===== src/rtl/direction_pkg.sv =====
// Shared direction types, state encoding and protected-word resolution helpers
// for the direction sequencer.
package direction_pkg;

  typedef logic [2:0] dir_t;

  localparam dir_t DIR_STOP  = 3'b000;
  localparam dir_t DIR_FWD   = 3'b001;
  localparam dir_t DIR_LEFT  = 3'b010;
  localparam dir_t DIR_RIGHT = 3'b011;
  localparam dir_t DIR_UTURN = 3'b100;

  typedef enum logic [1:0] {
    IDLE  = 2'b00,
    ISSUE = 2'b01,
    HALT  = 2'b10
  } seq_state_t;

  function automatic logic parity3(input dir_t d);
    return ^d;
  endfunction

  // Data field is trusted only when the checker bits agree with its parity.
  function automatic logic word_trusted(input logic [7:0] w);
    logic p_s;
    p_s = parity3(w[2:0]);
    return ((w[7:6] == 2'b11) && p_s) || ((w[7:6] == 2'b00) && !p_s);
  endfunction

  function automatic dir_t resolve_dir(input logic [7:0] w);
    dir_t d_s;
    if (word_trusted(w)) begin
      d_s = w[2:0];
    end else begin
      d_s = w[5:3];
    end
    return d_s;
  endfunction

endpackage


===== src/rtl/dir_fifo.sv =====
// Small command FIFO of resolved directions; level separates full from empty
// since the pointers wrap modulo DEPTH.
module dir_fifo
  import direction_pkg::*;
#(
  parameter int DEPTH = 4
) (
  input  logic                   clk,
  input  logic                   reset_n,
  input  logic                   clear,
  input  logic                   push,
  input  dir_t                   push_dir,
  input  logic                   pop,
  output dir_t                   head,
  output logic [$clog2(DEPTH):0] level
);

  localparam int PTR_W = $clog2(DEPTH);
  localparam int LVL_W = PTR_W + 1;

  dir_t             mem_r [DEPTH];
  logic [PTR_W-1:0] wr_ptr_r;
  logic [PTR_W-1:0] rd_ptr_r;
  logic [LVL_W-1:0] level_r;

  // Storage, pointers and occupancy; clear wins over any push or pop.
  always_ff @(posedge clk or negedge reset_n) begin
    if (!reset_n) begin
      wr_ptr_r <= {PTR_W{1'b0}};
      rd_ptr_r <= {PTR_W{1'b0}};
      level_r  <= {LVL_W{1'b0}};
      for (int i = 0; i < DEPTH; i++) begin
        mem_r[i] <= DIR_STOP;
      end
    end else if (clear) begin
      wr_ptr_r <= {PTR_W{1'b0}};
      rd_ptr_r <= {PTR_W{1'b0}};
      level_r  <= {LVL_W{1'b0}};
    end else begin
      if (push) begin
        mem_r[wr_ptr_r] <= push_dir;
        wr_ptr_r        <= wr_ptr_r + PTR_W'(1'b1);
      end
      if (pop) begin
        rd_ptr_r <= rd_ptr_r + PTR_W'(1'b1);
      end
      case ({push, pop})
        2'b10:   level_r <= level_r + LVL_W'(1'b1);
        2'b01:   level_r <= level_r - LVL_W'(1'b1);
        default: level_r <= level_r;
      endcase
    end
  end

  assign head  = mem_r[rd_ptr_r];
  assign level = level_r;

endmodule


===== src/rtl/direction_sequencer.sv =====
// Resolves protected direction words, buffers them and issues one at a time to
// the motor controller, halting on a missing ack.
module direction_sequencer
  import direction_pkg::*;
#(
  parameter int DEPTH       = 4,
  parameter int TIMEOUT_CYC = 2**24
) (
  input  logic                   clk,
  input  logic                   reset_n,
  input  logic [7:0]             dir_word,
  input  logic                   dir_valid,
  output logic                   dir_ready,
  output logic [2:0]             cmd_dir,
  output logic                   cmd_valid,
  input  logic                   cmd_ack,
  input  logic                   flush,
  output logic                   fault,
  output logic [7:0]             corr_cnt,
  output logic [$clog2(DEPTH):0] level
);

  localparam int TIMER_W = $clog2(TIMEOUT_CYC);
  localparam int LVL_W   = $clog2(DEPTH) + 1;
  localparam logic [TIMER_W-1:0] TIMER_MAX = TIMER_W'(TIMEOUT_CYC - 1);
  localparam logic [LVL_W-1:0]   LVL_FULL  = LVL_W'(DEPTH);

  seq_state_t         state_r, state_s;
  dir_t               cmd_dir_r, cmd_dir_s;
  logic               cmd_valid_r, cmd_valid_s;
  logic               fault_r, fault_s;
  logic [TIMER_W-1:0] timer_r, timer_s;
  logic [7:0]         corr_cnt_r;
  logic [LVL_W-1:0]   level_s;
  dir_t               head_s;
  dir_t               res_dir_s;
  logic               res_copy_s;
  logic               push_s;
  logic               pop_s;
  logic               dir_ready_s;

  assign res_dir_s   = resolve_dir(dir_word);
  assign res_copy_s  = !word_trusted(dir_word);
  assign dir_ready_s = (level_s != LVL_FULL) && (state_r != HALT);
  assign push_s      = dir_valid && dir_ready_s && !flush;

  dir_fifo #(.DEPTH(DEPTH)) u_fifo (
    .clk      (clk),
    .reset_n  (reset_n),
    .clear    (flush),
    .push     (push_s),
    .push_dir (res_dir_s),
    .pop      (pop_s),
    .head     (head_s),
    .level    (level_s)
  );

  // Next-state and command output logic; flush overrides every state.
  always_comb begin
    state_s     = state_r;
    cmd_dir_s   = cmd_dir_r;
    cmd_valid_s = cmd_valid_r;
    fault_s     = fault_r;
    timer_s     = timer_r;
    pop_s       = 1'b0;
    if (flush) begin
      state_s     = IDLE;
      cmd_dir_s   = DIR_STOP;
      cmd_valid_s = 1'b0;
      fault_s     = 1'b0;
      timer_s     = {TIMER_W{1'b0}};
    end else begin
      case (state_r)
        IDLE: begin
          if (level_s != {LVL_W{1'b0}}) begin
            pop_s       = 1'b1;
            cmd_dir_s   = head_s;
            cmd_valid_s = 1'b1;
            timer_s     = {TIMER_W{1'b0}};
            state_s     = ISSUE;
          end else begin
            state_s = IDLE;
          end
        end
        ISSUE: begin
          if (cmd_ack) begin
            cmd_valid_s = 1'b0;
            state_s     = IDLE;
          end else if (timer_r == TIMER_MAX) begin
            cmd_dir_s   = DIR_STOP;
            cmd_valid_s = 1'b1;
            fault_s     = 1'b1;
            state_s     = HALT;
          end else begin
            timer_s = timer_r + TIMER_W'(1'b1);
          end
        end
        HALT: begin
          state_s = HALT;
        end
        default: begin
          state_s     = IDLE;
          cmd_dir_s   = DIR_STOP;
          cmd_valid_s = 1'b0;
        end
      endcase
    end
  end

  // Sequencer state and registered command outputs.
  always_ff @(posedge clk or negedge reset_n) begin
    if (!reset_n) begin
      state_r     <= IDLE;
      cmd_dir_r   <= DIR_STOP;
      cmd_valid_r <= 1'b0;
      fault_r     <= 1'b0;
      timer_r     <= {TIMER_W{1'b0}};
    end else begin
      state_r     <= state_s;
      cmd_dir_r   <= cmd_dir_s;
      cmd_valid_r <= cmd_valid_s;
      fault_r     <= fault_s;
      timer_r     <= timer_s;
    end
  end

  // Saturating count of accepted words that fell back to the copy field.
  always_ff @(posedge clk or negedge reset_n) begin
    if (!reset_n) begin
      corr_cnt_r <= 8'h00;
    end else if (push_s && res_copy_s && (corr_cnt_r != 8'hFF)) begin
      corr_cnt_r <= corr_cnt_r + 8'h01;
    end
  end

  assign dir_ready = dir_ready_s;
  assign cmd_dir   = cmd_dir_r;
  assign cmd_valid = cmd_valid_r;
  assign fault     = fault_r;
  assign corr_cnt  = corr_cnt_r;
  assign level     = level_s;

endmodule


===== config.mk =====
export PLATFORM = sky130hd
export DESIGN_NAME = direction_sequencer
export DESIGN_NICKNAME = d
export VERILOG_FILES = /design/src/rtl/direction_pkg.sv /design/src/rtl/dir_fifo.sv /design/src/rtl/direction_sequencer.sv
export SDC_FILE = /design/constraint.sdc
export NUM_CORES = 1
export LEC_CHECK = 0
export CORE_MARGIN = 8
export CORE_UTILIZATION = 45
export DETAILED_ROUTE_END_ITERATION = 7
export PLACE_DENSITY = 0.64
export SLEW_MARGIN = 10
export SYNTH_ARGS = -nofsm -noshare
export SYNTH_HDL_FRONTEND = slang
export SYNTH_SLANG_ARGS = --single-unit

===== constraint.sdc =====
create_clock -name clk -period 3.1 [get_ports clk]
set_input_delay 0.93 -clock clk [delete_from_list [all_inputs] [get_ports clk]]
set_output_delay 0.93 -clock clk [all_outputs]
set_load 0.005 [all_outputs]

* Word-level counts from Yosys, hierarchy flattened
Cells that the tools add are included.
Word-level totals: register bits after elaboration 58, output and inout port bits 17, word-level logic and storage cells 107
Cells by class: bitwise operators 3, add/subtract/negate cells 6, $lt $le $gt $ge 3, reductions and logical operators 27, equal/unequal tests 16, mux-type cells 39
Operator list (count):
- 24-bit two-way mux | 4
- 24-bit case mux with 2 select lines | 1
- 3-bit two-way mux | 9
- 24-bit by 1-bit adder with 24-bit output, second input constant | 1
- 24-bit == test, second input constant | 1
- 3-bit inequality test, second input constant | 5
- 2-bit two-way mux | 7
- 12-bit bitwise mux | 1
- 1-bit two-way mux | 11
- 3-bit case mux with 3 select lines | 1
- 3-bit nonzero test | 3
- 8-bit by 1-bit adder with 8-bit output, second input constant | 1
- 1-bit logical AND | 8
- 8-bit inequality test, second input constant | 1
- 4-bit AND reduction | 2
- 2-bit nonzero test | 4
- 3-bit binary-select mux with 2-bit select | 1
- 3-bit demux with 2-bit select | 1
- 2-bit == test, second input constant | 3
- 3-bit >= comparator, second input constant | 2
- 2-bit NOT with 3-bit output | 2
- 2-bit case mux with 3 select lines | 1
- 3-bit case mux with 2 select lines | 1
- 3-bit AND reduction | 2
- 15 further kinds | 21

* Longest topological paths before layout
word-level depth 7, depth in mapped cells 9, depth with buffers taken out 9

* Hierarchy
From an unflattened synthesis, not the netlist that was laid out.
Second synthesis, totals: cells, all modules 328, area, all modules 3340.7 sq um
By module, submodules not included:
- direction_sequencer | area each 2408.6 sq um, cells an instance 259, seq. area each 975.9 sq um, times used 1
- dir_fifo | area each 932.1 sq um, cells an instance 69, seq. area each 475.5 sq um, times used 1

* Worst setup path before layout
OpenSTA, ideal clock, no wires.
path kind in2reg, from in dir_word[0], to reg corr_cnt_r[1], in the netlist corr_cnt[1], path buffers 1, arrival time 2.436 ns, setup slack 0.539 ns, cell stages on the path 5, required time 2.975 ns, cells stage by stage xnor3_1 > mux2i_1 > and3b_1 > clkbuf_1 > mux2_2
On the way: cells in the longest elaborated chain, start to end 7
Ends and longest elaborated chain:
- start: declaration | line direction_sequencer.sv:11 | input logic [7:0] dir_word,
- 3-bit XOR reduction * | line direction_pkg.sv:20 | return ^d;
- 1-bit zero test | line direction_pkg.sv:27 | return ((w[7:6] == 2'b11) && p_s) || ((w[7:6] == 2'b00) && !p_s);
- 1-bit logical AND | line direction_pkg.sv:27
- 1-bit logical OR * | line direction_pkg.sv:27
- 1-bit zero test * | line direction_sequencer.sv:43 | assign res_copy_s = !word_trusted(dir_word);
- 1-bit logical AND * (2 in series) | line direction_sequencer.sv:131 | end else if (push_s && res_copy_s && (corr_cnt_r != 8'hFF)) begin
- end signal: assignment | line direction_sequencer.sv:132 | corr_cnt_r <= corr_cnt_r + 8'h01;
- end: declaration | line direction_sequencer.sv:33 | logic [7:0] corr_cnt_r;
Mark *: on every way between the ends. The rest lies on a longest branch, timed or not. A chain may end at the register's enable or synchronous reset.

* Final worst setup path
from reg u_fifo.level_r[0], in the netlist u_fifo.level[0], to out dir_ready
On the way: cells in the longest elaborated chain, start to end 2
Ends and longest elaborated chain:
- start: declaration | line dir_fifo.sv:24 | logic [LVL_W-1:0] level_r;
- start signal: assignment | line dir_fifo.sv:31 | level_r <= {LVL_W{1'b0}};
- start signal: assignment | line dir_fifo.sv:38 | level_r <= {LVL_W{1'b0}};
- start signal: assignment | line dir_fifo.sv:48 | 2'b10: level_r <= level_r + LVL_W'(1'b1);
- 3-bit inequality test | line direction_sequencer.sv:44 | assign dir_ready_s = (level_s != LVL_FULL) && (state_r != HALT);
- 1-bit logical AND | line direction_sequencer.sv:44
- end: declaration | line direction_sequencer.sv:13 | output logic dir_ready,
No other way between the ends.

==> impl_summary.md <==
Routing
The average routed wire per standard cell is 15.4 µm. The number of vias in the routed layout is ~2,500. The count of nets left with antenna violations once routing finished came out at 0. Dividing the detail-routed via count by the number of cells gives 5.60.

The number of iterations in the first detailed-routing pass is 4. The DRC violation total after the first TritonRoute iteration is 107. Wires add up to 6760 µm.

The detailed-route DRC error count is 0.

Die
The height of the chip is 98.5 µm. The site row count is 30. The overall die area is 0.00970 mm². The die outline width is ~98 µm.

The I/O pin count is 30. The core region area is 0.00668 mm². Once the floorplan was initialized, standard cells occupied 45.8% of the core.

Clock network
The H-tree was split into 3 levels. The later pin in the worst-skew pair is clocked with a latency of 0.33 ns. TritonCTS built the clock tree. After clock tree synthesis, the setup repair step added 0 buffers. The number of buffers between clock root and the deepest sink is 2.

Clock tree synthesis found a total of between 50 and 60 sinks. The clock-pin slew on the worst setup and hold paths is approximately 0.07 ns. The number of buffers added by the clock tree synthesis step is 9. The quantity of hold-fixing buffers added after cts is 0. In this run the clock root is driven by a sky130_fd_sc_hd__clkbuf_8.

Yosys
After synthesis, the largest family of logic cells by area is simple AND/OR/NAND/NOR gates. The synthesized netlist contains 50 unique library cells. The share of synthesized area occupied by flip-flops and latches is 47.4%. The compound-gate portion of the synthesized area is roughly 12%.

After Yosys synthesis, full adders, half adders and majority gates account for 3.11% of the synthesized area. Of the post-synthesis cell area, the part taken by muxes is just over 5%. The post-synthesis cell area is 0.00306 mm².

The xor and xnor area share after synthesis is 5.60%. The average instance in the mapped netlist occupies 9.78 µm². The number of synthesized flops with an enable pin is 0. Counting every instance in the synthesized netlist gives 313. The share of synthesized registers carrying an async set or reset is 100%.

The dominant synthesized flop cell is sky130_fd_sc_hd__dfrtp_1. Yosys printed 0 warnings. Counting flops and latches in the post-synthesis netlist gives 58. The area fraction in and, or, nand and nor cells after synthesis is 23.4%.

The net count after synthesis is 333.

Cells and area
The area growth from synthesis to layout is 21.9%. The top cell types in the final layout, fill and taps aside, are sky130_fd_sc_hd__dfrtp_1, sky130_fd_sc_hd__nand2_1, sky130_fd_sc_hd__clkdlybuf4s50_1. Fill cells in the final layout number 627. Leaving out fill and tap cells, the most frequent cell in the layout is sky130_fd_sc_hd__dfrtp_1.

In the final layout, flip-flops and latches occupy 0.00145 mm². Of the cells placed in the final design, the portion with a size suffix greater than 1 is between 10 and 15%. The area used by multi-input combinational logic is 0.00153 mm². The final net count is 375. The number of inserted diodes is 0. With fillers left out, the area of the finished cells amounts to 0.00373 mm².

Timing
The final cycle utilization of the critical path is 92.8%. Headroom to the max-slew limit came out at 52.6%. Setup violations remaining at the end of the flow were counted as 0. The worst setup skew after layout is 0.00631 ns. Adding up every negative setup slack in the final design gives 0 ns. The final hold violation count was 0. Static timing analysis puts the maximum clock frequency at roughly 350 MHz. Setup repair after global routing left no endpoint under its margin.

The slew at the pin closest to its max-slew limit is 0.705 ns. Counting I/O delays and the setup requirement, the final critical path takes 2.88 ns. The number of pins exceeding their max-slew limit in the final report is 0.

Global route
Entering global routing, the biggest net connects 33 pins. The global-route usage over all layers is 15.0%. The number of global-route vias before repair is 2,517. The first global-routing pass estimated 11,900 µm of wire. After global routing the overflow that remains totals 0.

The initial antenna violation count is 0.

Critical path
The signal on the critical path passes through or3b_2, and2_1, clkdlybuf4s50_1. The worst setup path is launched from a flip-flop. The largest single stage delay on the critical path is 0.55 ns. The cell with the largest stage delay on the worst path is sky130_fd_sc_hd__or3b_2.

The largest driver fanout on the critical path is 5. The combined buffer and inverter count along the critical path is 1. The category of the worst setup path capture point is an output port.

Measured in cells, the most critical reg-to-reg path has a length of 7. The cell family contributing the most delay on the critical path is simple AND/OR/NAND/NOR gates. The critical path data arrival time is 1.95 ns. In this run the number of cells on the critical path is 3. The worst setup path is of the reg2out kind. The data required time at the worst endpoint is roughly 2.2 ns.

Power and ir drop
The switching power summed over all nets is 0.832 mW. The overall power after layout is 2.64 mW. Power spread over the standard cell area amounts to 706 mW/mm². Registers are responsible for about two fifths of the overall power. Of the total power, the share spent switching nets is 31.6%. Summed over all cells, the static leakage comes to 1.60 nW. The combinational cell fraction of total power is 29.9%. The clock network is responsible for 29.5% of the overall power. The internal power of the cells totals 1.80 mW. The peak supply drop is roughly 420 µV.

Worst hold path
The worst hold path class is reg2reg. The cell count of the worst hold path is 2.

Placement
The number of buffer cells added on primary ports is 29. The post-detailed-placement cell area is ~0.0035 mm². The routability-driven placement congestion ratio is ~0.73.

The total half-perimeter wirelength after legalization and detailed placement is approximately 4900 µm.

Status
The flow ran to the end, and the final reports show no timing, DRC or antenna violations.

Flow run
Max-cap violations in this run came to 0.
## routing by layer
metal | up-vias | routed length [µm] | global-route usage [%]
met5 | - | 0 | 0
met4 | 0 | 70 | 4.60
met3 | 8 | 276 | 4.44
met2 | 41 | 3330 | 24.3
met1 | 1198 | 3080 | 18.9
li1 | 1215 | - | -
## cells in the mapped netlist, types with 5 or more instances
cell type	number	area, µm²
sky130_fd_sc_hd__nor2_1	23	86.3
sky130_fd_sc_hd__dfrtp_1	58	1450
sky130_fd_sc_hd__clkbuf_1	8	30.0
sky130_fd_sc_hd__o31ai_1	5	37.5
sky130_fd_sc_hd__mux2i_1	8	80.1
sky130_fd_sc_hd__nand3_1	12	60.1
sky130_fd_sc_hd__nand2_1	34	128
sky130_fd_sc_hd__or3_1	8	50.1
sky130_fd_sc_hd__xnor2_1	11	96.3
sky130_fd_sc_hd__nand4_1	9	56.3
sky130_fd_sc_hd__inv_1	12	45.0
sky130_fd_sc_hd__or4_1	6	45.0
sky130_fd_sc_hd__xor2_1	6	52.6
sky130_fd_sc_hd__a21oi_1	14	70.1
sky130_fd_sc_hd__nor3_1	7	35.0
sky130_fd_sc_hd__ha_1	6	75.1
sky130_fd_sc_hd__and3_1	9	56.3
sky130_fd_sc_hd__o21ai_0	22	110
## per-stage QoR
step,std cells,utilization [%],worst slack [ns],hold WS [ns]
floorplan,313,-,0.539,0.445
global placement,424,52.4,0.271,0.459
detailed placement,424,52.4,0.192,0.469
CTS,440,55.7,0.163,0.485
global route,440,55.8,0.127,0.512
finish,440,55.8,0.222,0.480
## path summary, 6_finish.rpt
check,from,end,slack [ns]
max in group asynchronous,reset_n,timer_r[1],1.89
worst max-delay path,u_fifo.level[0],dir_ready,0.22
worst min-delay path,u_fifo.mem_r[6],u_fifo.mem_r[6],0.48
worst min register to register,u_fifo.mem_r[6],u_fifo.mem_r[6],0.48
worst max register to register,timer_r[0],timer_r[5],0.48
min in group asynchronous,reset_n,timer_r[12],0.61
## power groups by stage
| stage | combinational, mW | clock, mW | sequential (mW) |
|---|---|---|---|
| 2_1_floorplan | 0.480 | 0 | 1.04 |
| 3_3_place_gp | 0.783 | 0 | 1.08 |
| 3_5_place_dp | 0.792 | 0 | 1.08 |
| 4_1_cts | 0.800 | 0.798 | 1.07 |
| 5_1_grt | 0.876 | 0.832 | 1.10 |
| 6_report | 0.788 | 0.779 | 1.07 |
## flip-flops by register name, indices dropped and copies added, names as in the netlist
name	flops
timer_r	24
cmd_valid	1
corr_cnt	8
cmd_dir	3
u_fifo.level	3
u_fifo.mem_r	12
state_r	2
u_fifo.wr_ptr_r	2
fault	1
u_fifo.rd_ptr_r	2
## what timing repair did
action	in CTS	in global routing
endpoints found under the hold margin	0	0
setup endpoints to repair	0	4
gates resized for setup	0	1
## final cells by class
type | instances | share of cell area (%)
clock buffer | 11 | 3.79
clock inverter | 5 | 2.08
inverter | 12 | 1.21
multi-input combinational | 233 | 40.9
sequential | 58 | 38.9
tap | 80 | 2.68
timing repair buffer | 41 | 10.4
## logic make-up (layout without fill, tap and decap cells)
logic type | after synthesis | count (layout)
AND/OR/NAND/NOR | 135 | 135
AO/OA/AOI/OAI | 61 | 61
flip-flops | 58 | 58
buffers and inverters | 22 | 69
XOR/XNOR | 18 | 18
multiplexers | 12 | 12
adder cells (fa/ha/maj) | 7 | 7
## tightest hold or removal path: stages (launching register included)
cell	delay [ns]
sky130_fd_sc_hd__dfrtp_1	0.34
sky130_fd_sc_hd__nand2_1	0.04
sky130_fd_sc_hd__o21ai_0	0.06
No activity file was read; power rests on OpenSTA's default activity.
